## src/rtl/chip_link_host.sv

```systemverilog
// chip_link_host
// Host-side link to the my_chip 12-bit pin interface. Accepts an operand pair
// and op select from the system side, streams them to the chip four bits at a
// time, waits for the chip's result flag and reassembles the two result bytes
// into one 16-bit response (or reports a timeout).
//
// Ports:
//   clock, reset          single rising-edge clock, synchronous active-high reset
//   req_valid/req_ready   request handshake; req_a, req_b operands, req_op 1=add 0=mul
//   rsp_valid/rsp_ready   response handshake; rsp_data {hi,lo}, rsp_err timeout flag
//   link_out[11:0]        to chip io_in: [3:0] A nibble, [7:4] B nibble, [8] op, [9] strobe
//   link_in[11:0]         from chip io_out: [7:0] result byte, [8] valid flag
module chip_link_host #(
   parameter int TIMEOUT_CYCLES = 32
) (
   input  logic        clock,
   input  logic        reset,
   input  logic        req_valid,
   output logic        req_ready,
   input  logic [15:0] req_a,
   input  logic [15:0] req_b,
   input  logic        req_op,
   output logic        rsp_valid,
   input  logic        rsp_ready,
   output logic [15:0] rsp_data,
   output logic        rsp_err,
   output logic [11:0] link_out,
   input  logic [11:0] link_in
);

   typedef enum logic [2:0] {
      ST_IDLE,
      ST_SEND,
      ST_COMMIT,
      ST_WAIT,
      ST_CAP_HI,
      ST_RESP
   } state_t;

   localparam logic [7:0] TIMEOUT_LAST = 8'(TIMEOUT_CYCLES - 1);

   state_t      state, state_next;
   logic [1:0]  nib_idx, nib_next;
   logic [7:0]  timer, timer_next;
   logic [15:0] a_reg, b_reg;
   logic        op_reg;
   logic [7:0]  lo_byte;
   logic [15:0] rsp_data_next;
   logic        rsp_err_next;
   logic [11:0] link_next;

   // On the accept cycle the operand registers are not loaded yet, so the
   // first nibble has to come straight from the request inputs.
   logic [15:0] a_src, b_src;
   logic        op_src;
   logic [3:0]  a_nib, b_nib;

   // Upper link_in bits carry nothing the host uses.
   logic        link_in_unused;

   assign link_in_unused = ^link_in[11:9];

   assign a_src  = (state == ST_IDLE) ? req_a  : a_reg;
   assign b_src  = (state == ST_IDLE) ? req_b  : b_reg;
   assign op_src = (state == ST_IDLE) ? req_op : op_reg;
   assign a_nib  = a_src[{nib_next, 2'b00} +: 4];
   assign b_nib  = b_src[{nib_next, 2'b00} +: 4];

   assign req_ready = (state == ST_IDLE) && !reset;
   assign rsp_valid = (state == ST_RESP);

   always_comb begin
      state_next    = state;
      nib_next      = nib_idx;
      timer_next    = timer;
      rsp_data_next = rsp_data;
      rsp_err_next  = rsp_err;

      case (state)
         ST_IDLE: begin
            if (req_valid) begin
               state_next = ST_SEND;
               nib_next   = 2'd0;
            end
         end
         ST_SEND: begin
            if (nib_idx == 2'd3) begin
               state_next = ST_COMMIT;
            end else begin
               nib_next = nib_idx + 2'd1;
            end
         end
         ST_COMMIT: begin
            state_next = ST_WAIT;
            timer_next = 8'd0;
         end
         ST_WAIT: begin
            // A valid flag on the final counted cycle still wins over timeout.
            if (link_in[8]) begin
               state_next = ST_CAP_HI;
            end else if (timer == TIMEOUT_LAST) begin
               state_next    = ST_RESP;
               rsp_data_next = 16'h0000;
               rsp_err_next  = 1'b1;
            end else begin
               timer_next = timer + 8'd1;
            end
         end
         ST_CAP_HI: begin
            state_next    = ST_RESP;
            rsp_data_next = {link_in[7:0], lo_byte};
            rsp_err_next  = 1'b0;
         end
         ST_RESP: begin
            if (rsp_ready) begin
               state_next = ST_IDLE;
            end
         end
         default: begin
            state_next = ST_IDLE;
         end
      endcase

      // link_out is registered, so it is decoded from the state being entered.
      link_next = 12'h000;
      case (state_next)
         ST_SEND:   link_next = {2'b00, 1'b1, op_src, b_nib, a_nib};
         ST_COMMIT: link_next = {2'b00, 1'b1, op_src, 8'h00};
         ST_WAIT,
         ST_CAP_HI: link_next = {2'b00, 1'b0, op_src, 8'h00};
         default:   link_next = 12'h000;
      endcase
   end

   always_ff @(posedge clock) begin
      if (reset) begin
         state    <= ST_IDLE;
         nib_idx  <= 2'd0;
         timer    <= 8'd0;
         a_reg    <= 16'h0000;
         b_reg    <= 16'h0000;
         op_reg   <= 1'b0;
         lo_byte  <= 8'h00;
         rsp_data <= 16'h0000;
         rsp_err  <= 1'b0;
         link_out <= 12'h000;
      end else begin
         state    <= state_next;
         nib_idx  <= nib_next;
         timer    <= timer_next;
         rsp_data <= rsp_data_next;
         rsp_err  <= rsp_err_next;
         link_out <= link_next;
         if (state == ST_IDLE && req_valid) begin
            a_reg  <= req_a;
            b_reg  <= req_b;
            op_reg <= req_op;
         end
         if (state == ST_WAIT && link_in[8]) begin
            lo_byte <= link_in[7:0];
         end
      end
   end

endmodule

```

## config.mk

```make
export PLATFORM = sky130hd
export DESIGN_NAME = chip_link_host
export DESIGN_NICKNAME = d
export VERILOG_FILES = /design/src/rtl/chip_link_host.sv
export SDC_FILE = /design/constraint.sdc
export NUM_CORES = 1
export LEC_CHECK = 0
export ABC_AREA = 1
export CAP_MARGIN = 20
export CORE_MARGIN = 2
export CORE_UTILIZATION = 30
export CTS_CLUSTER_SIZE = 10
export DETAILED_ROUTE_END_ITERATION = 8
export SETUP_SLACK_MARGIN = 0.15
export SLEW_MARGIN = 20
export SYNTH_ARGS = -nofsm -noshare
export SYNTH_HDL_FRONTEND = slang
export SYNTH_SLANG_ARGS = --single-unit
```

## constraint.sdc

```tcl
create_clock -name clock -period 3.35 [get_ports clock]
set_input_delay 0.335 -clock clock [delete_from_list [all_inputs] [get_ports clock]]
set_output_delay 0.335 -clock clock [all_outputs]
set_load 0.02 [all_outputs]
```

==> metrics.md, run 1 <==
| Metric | Value |
|---|---|
| Distinct cells, synth | `27` |
| Crit end category | `primary output` |
| Worst-margin pin slew | `approximately 0.94 ns` |
| R2R Setup Slk | `1.03 ns` |
| DRT Wirelength | `approximately 9600 µm` |
| Post-detail-place hpwl | `approximately 6600 µm` |
| H-tree Lvls | `3` |
| Worst skew pair latency | `0.33 ns` |
| Initial Util | `between 30% and 40%` |
| Ys flop type | `dfxtp_1` |
| #FFs+latches synth | `81` |
| Final Cycle Share | `between 70% and 80%` |
| Arrival time at the worst endpoint | `approximately 2.2 ns` |
| Initial antenna violation count | `0` |
| Root Driver | `clkbuf_16` |
| Slew Viols, Final | `0` |
| Core ar. | `0.01206 mm²` |
| CTS buffer count | `9` |
| Largest net degree at the start of global routing | `63` |
| Clock period minus worst slack | `2.550 ns` |
| Post-synth top area share | `a little over two fifths` |
| Die X | `about 120 µm` |
| GRT Resource Usage Total | `roughly 15%` |
| Worst R2R Start | `state[2]` |
| Initial DRC count | `~170` |
| Mean post-synth cell area | `approximately 6.9 µm²` |
| Die H | `between 100 and 150 µm` |
| Final cell count without fillers | `between 700 and 800` |
| CTS Hold Bufs | `0` |
| # Post-CTS Setup Buffers | `0` |
| Vias | `roughly 3600` |
| Lkg Pwr | `around 0.0019 µW` |
| Synth-to-Final Area Change | `30.27%` |
| Gate Count Post-Synth | `between 500 and 600` |
| CTS tree | `built` |
| Min-Delay Startpoint | `a_reg[5]` |
| Relative slew margins | `between 30% and 40%` |
| Ys Warns | `0` |
| Worst Hold Class | `reg2reg` |
| Largest cells by area after synthesis | `dfxtp_1 43%, nand2_1 13%, a21oi_1 8.8%` |
| CTS Buffer Depth | `2` |
| IO Pins | `80` |
| Area leader, netlist | `dfxtp_1` |
| Synthesized area | `approximately 0.0037 mm²` |
| Pwr Total | `between 2000 and 2500 µW` |
| Final setup fails | `0` |
| Setup TNS | `0 ns` |
| Number of remaining DRC errors | `0` |
| Fillers | `between 1000 and 1500` |
| Status | `completed` |
| Pwr per Cell Area | `478.0 mW/mm²` |
| I/O Buffers | `74` |
| Worst hold margin | `~0.45 ns` |
| Hold Path Depth | `2` |
| Gates resized, CTS repair | `0` |
| Clk slew on worst S/H paths | `roughly 0.06 ns` |
| Layout cells sized above 1 | `about a tenth` |
| Peak VDD IR | `0.3075 mV` |
| Hold EP | `a_reg[5]` |
| Reg2Reg Depth | `9` |
| Antenna Cells | `0` |
| Vias in the first global route | `roughly 3400` |
| DP Cell Count | `roughly 760` |
| DR pass1 iterations | `4` |
| Routed vias/inst | `~4.6` |
| Post-synth EDFFs | `0` |
| Clock sinks | `81` |
| Most common cell in the netlist | `nand2_1` |
| Critical path class | `reg2out` |
| CP max FO | `11` |
| Sequential element share of the synthesized area | `43.40%` |
| Worst R2R End | `link_out[3]` |
| Post-synth top cells | `128 x nand2_1, 81 x dfxtp_1, 66 x a21oi_1` |
| Rows | `40` |
| Detail Route Antenna Nets | `0` |
| Post-synthesis async set-or-reset flop share | `0%` |
| Multi-input gate area | `roughly 0.0018 mm²` |
| Die area | `approximately 0.013 mm²` |
| Max-cap viol count | `0` |
| Peak Freq | `roughly 400 MHz` |
| GRT overflow | `0` |
| Final hold viol count | `0` |
| RSZ-0062 raised after global routing | `no` |
| First-pass GRT wire length | `between 15000 and 20000 µm` |
| GP Congestion | `~0.79` |
| Nets | `around 650` |
| Final Skew | `0.005752 ns` |
| Wirelength per Cell | `around 12 µm` |
| Seq. cell area | `roughly 0.0016 mm²` |
| CP Launch Type | `flop` |
| CP required | `approximately 3 ns` |
[final cells by class]
class / count / share of cell area [%]
multi-input cells: 373 / 36.20
flip-flops and latches: 81 / 33.32
repair buffers: 78 / 15.84
clock buffers: 9 / 4.627
inverters: 58 / 4.473
well taps: 168 / 4.319
clock inverters: 6 / 1.234
[where the power goes]
part,internal [µW],switching [µW]
Combinational,152,197
Clock,568,383
Sequential,1010,15.8
[critical path, cell delays in order (launching register included)]
cell	delay, ns
dfxtp_1	0.33
nor2_1	0.58
nand2_1	0.14
nor2_1	0.19
clkdlybuf4s50_1	0.63
[how the worst max path moves through the flow]
stage                   to      from  slack, ns  cells past startpoint
2_1_floorplan  link_out[0]  timer[0]       1.84                      9
3_3_place_gp     req_ready     reset       1.01                      4
3_5_place_dp     req_ready     reset       0.99                      4
4_1_cts          req_ready  state[2]       0.70                      4
5_1_grt          req_ready  state[1]       0.58                      4
6_report         req_ready  state[2]       0.80                      4
[per-layer routing]
layer | vias to the layer above | GRT usage, % | share of wire, %
li1 | 1857 | - | -
met1 | 1612 | 18.19 | 46
met2 | 89 | 25.07 | 48
met3 | 4 | 4.969 | 5.7
met4 | 0 | 4.096 | 0.56
met5 | - | 0 | 0
[kinds of logic after synthesis]
kind of cell,Yosys count,synth area share [%]
other,1,0.1004
buffers and inverters,87,9.544
adder cells (fa/ha/maj),1,0.3348
AND/OR/NAND/NOR,265,31.85
XOR/XNOR,1,0.2345
AO/OA/AOI/OAI,104,14.53
flip-flops,81,43.40
[through the flow]
stage | setup slack (ns) | area [µm²] | utilization (%)
5_1_grt | 0.5771 | 4867 | 40.35
2_1_floorplan | 1.837 | 3740 | -
3_3_place_gp | 1.008 | 4582 | 37.99
3_5_place_dp | 0.9949 | 4582 | 37.99
6_report | 0.8001 | 4867 | 40.35
4_1_cts | 0.7007 | 4867 | 40.35
[layout by cell type, fill, tap and decap left out, types with 4 or more instances in the layout]
master and count:
inv_1 55, or2_2 29, nand2_1 128, o21ai_0 32, nor2_1 31, dfxtp_1 81, buf_4 4, clkdlybuf4s50_1 74
nand3_1 59, a21oi_1 66, clkbuf_16 9, nand4_1 10
No activity file was read; power rests on OpenSTA's default activity.
==> run 2: changes to the inputs <==
==> constraint.sdc (replaced) <==
create_clock -name clock -period 2.4 [get_ports clock]
set_input_delay 0.24 -clock clock [delete_from_list [all_inputs] [get_ports clock]]
set_output_delay 0.24 -clock clock [all_outputs]
set_load 0.02 [all_outputs]
==> metrics.md, run 2 (synthesis gave the netlist of run 1 again) <==
| Metric | Value |
|---|---|
| Combinational power share | `between 10% and 20%` |
| Root Driver | `clkbuf_16` |
| Clock power share | `42.0%` |
| Worst-margin pin slew | `~0.7 ns` |
| CTS Hold Bufs | `0` |
| Largest net degree at the start of global routing | `63` |
| Clock sinks | `between 80 and 90` |
| Most frequent CP cell | `nor2_1` |
| DR pass1 iterations | `5` |
| Peak Freq | `~470 MHz` |
| Seq. cell area | `0.001622 mm²` |
| Setup TNS | `0 ns` |
| Pwr per Cell Area | `between 600 and 700 mW/mm²` |
| Routed vias/inst | `4.621` |
| GRT Resource Usage Total | `between 15 and 20%` |
| Post-detail-place hpwl | `6515 µm` |
| First-pass GRT wire length | `16030 µm` |
| I/O Buffers | `74` |
| Initial Util | `between 30% and 40%` |
| IO Pins | `80` |
| Int Power | `about 2500 µW` |
| Die X | `115.6 µm` |
| Pwr Total | `3319 µW` |
| CP required | `around 2.2 ns` |
| Clock period minus worst slack | `2.116 ns` |
| Routing usage on met1 | `about a fifth` |
| Flop pwr share | `a little over two fifths` |
| DP Cell Count | `between 700 and 800` |
| Die area | `approximately 0.013 mm²` |
| Rows | `40` |
| CTS Buffer Depth | `2` |
| Met2 Track Usage GR | `between 20% and 30%` |
| Buf/Inv on CP | `2` |
| Gates resized, CTS repair | `0` |
| CTS tree | `built` |
| Most frequent cells in the layout | `128 x nand2_1, 81 x dfxtp_1, 74 x clkdlybuf4s50_1, 66 x a21oi_1, 59 x nand3_1` |
| RSZ-0062 raised after global routing | `no` |
| Core ar. | `between 0.01 and 0.015 mm²` |
| Synth-to-Final Area Change | `32.05%` |
| CP max FO | `11` |
| Arrival time at the worst endpoint | `around 1.9 ns` |
| CP Launch Type | `flop` |
| Initial antenna violation count | `0` |
| Antenna Cells | `0` |
| Vias | `around 3600` |
| Final setup fails | `0` |
| Initial DRC count | `between 150 and 200` |
| Final Skew | `0.004152 ns` |
| Layout cells sized above 1 | `~11%` |
| Slew Viols, Final | `0` |
| Core Util, Final | `around two fifths` |
| CTS buffer count | `9` |
| Detail Route Antenna Nets | `0` |
| H-tree Lvls | `3` |
| Max incr delay on CP | `0.63 ns` |
| Final hold viol count | `0` |
| Crit-path slowest cell | `clkdlybuf4s50_1` |
| Top delay family on crit path | `buffers and inverters` |
| Max-cap viol count | `0` |
| Net load switching power | `around 860 µW` |
| Die H | `roughly 120 µm` |
| Commonest non-fill, non-tap cell in the layout | `nand2_1` |
| Worst skew pair latency | `around 0.34 ns` |
| Worst path cell trace | `nor2_1 -> buf_4 -> nand2_1 -> nor2_1 -> clkdlybuf4s50_1` |
| Lkg Pwr | `about 0.0019 µW` |
| Final cell count without fillers | `approximately 800` |
| Critical path class | `reg2out` |
| Status | `completed` |
| Met3 Usage GRT | `around 4.1%` |
| Fillers | `approximately 1300` |
| Crit end category | `primary output` |
| Sw Share | `25.81%` |
| GP Congestion | `just under 0.8` |
| Peak VDD IR | `about 0.39 mV` |
| Worst Hold Class | `reg2reg` |
| Relative slew margins | `between 50% and 60%` |
| GRT Max-Usage Layer | `met2` |
| Nets | `roughly 660` |
| DRT Wirelength | `about 9500 µm` |
| GRT overflow | `0` |
| Number of remaining DRC errors | `0` |
| Vias in the first global route | `between 3000 and 4000` |
| Wirelength per Cell | `12.14 µm` |
| Clk slew on worst S/H paths | `around 0.060 ns` |
| Final Cycle Share | `88.16%` |
| # Post-CTS Setup Buffers | `0` |
| Multi-input gate area | `between 0.0015 and 0.002 mm²` |
## run 2: worst min-delay path, cell delays in order, from the launching register on
cell     delay, ns
dfxtp_1       0.30
inv_1         0.06
a21oi_1       0.05
## run 2: area by class of cell
type,count,area share (%)
Clock buffer,10,4.844
Tap cell,168,4.261
Timing Repair Buffer,84,16.54
Inverter,58,4.413
Clock inverter,6,1.370
Sequential cell,81,32.87
Multi-Input combinational cell,373,35.71
## run 2: path summary, 6_finish.rpt
| kind | start | to | slack [ns] | cells past startpoint |
|---|---|---|---|---|
| setup / recovery | state[2] | req_ready | 0.28 | 5 |
| hold / removal | a_reg[4] | a_reg[4] | 0.45 | 2 |
| setup reg to reg | timer[0] | link_out[5] | 0.42 | 9 |
| hold reg to reg | a_reg[4] | a_reg[4] | 0.45 | 2 |
## run 2: routing by layer
metal | vias to the layer above | part of all wire [%]
li1 | 1873 | -
met3 | 10 | 6.0
met1 | 1623 | 46
met5 | - | 0
met2 | 98 | 46
met4 | 0 | 1.6
## run 2: power groups by stage
stage	Clock, µW	Sequential (µW)	Combinational, µW
after floorplan	0	1480	292
after global placement	0	1460	485
after detailed placement	0	1460	491
after CTS	1450	1430	494
after global routing	1490	1440	553
final	1400	1430	490
## run 2: through the flow
| stage | instance area, µm² | worst slack, ns | hold slack, ns |
|---|---|---|---|
| 3_5_place_dp | 4627 | 0.3327 | 0.4413 |
| 4_1_cts | 4933 | 0.2033 | 0.4508 |
| 2_1_floorplan | 3740 | 0.8869 | 0.3348 |
| 3_3_place_gp | 4627 | 0.3774 | 0.4366 |
| 6_report | 4933 | 0.2841 | 0.4504 |
| 5_1_grt | 4933 | 0.1789 | 0.4751 |
==> run 3: changes to the inputs <==
--- a/config.mk
+++ b/config.mk
@@ -6,7 +6,6 @@
 export NUM_CORES = 1
 export LEC_CHECK = 0
 export ABC_AREA = 1
-export CAP_MARGIN = 20
 export CORE_MARGIN = 2
 export CORE_UTILIZATION = 30
 export CTS_CLUSTER_SIZE = 10
==> results of run 3 <==
No change in the layout: final DEF, timing and power equal those of run 2.
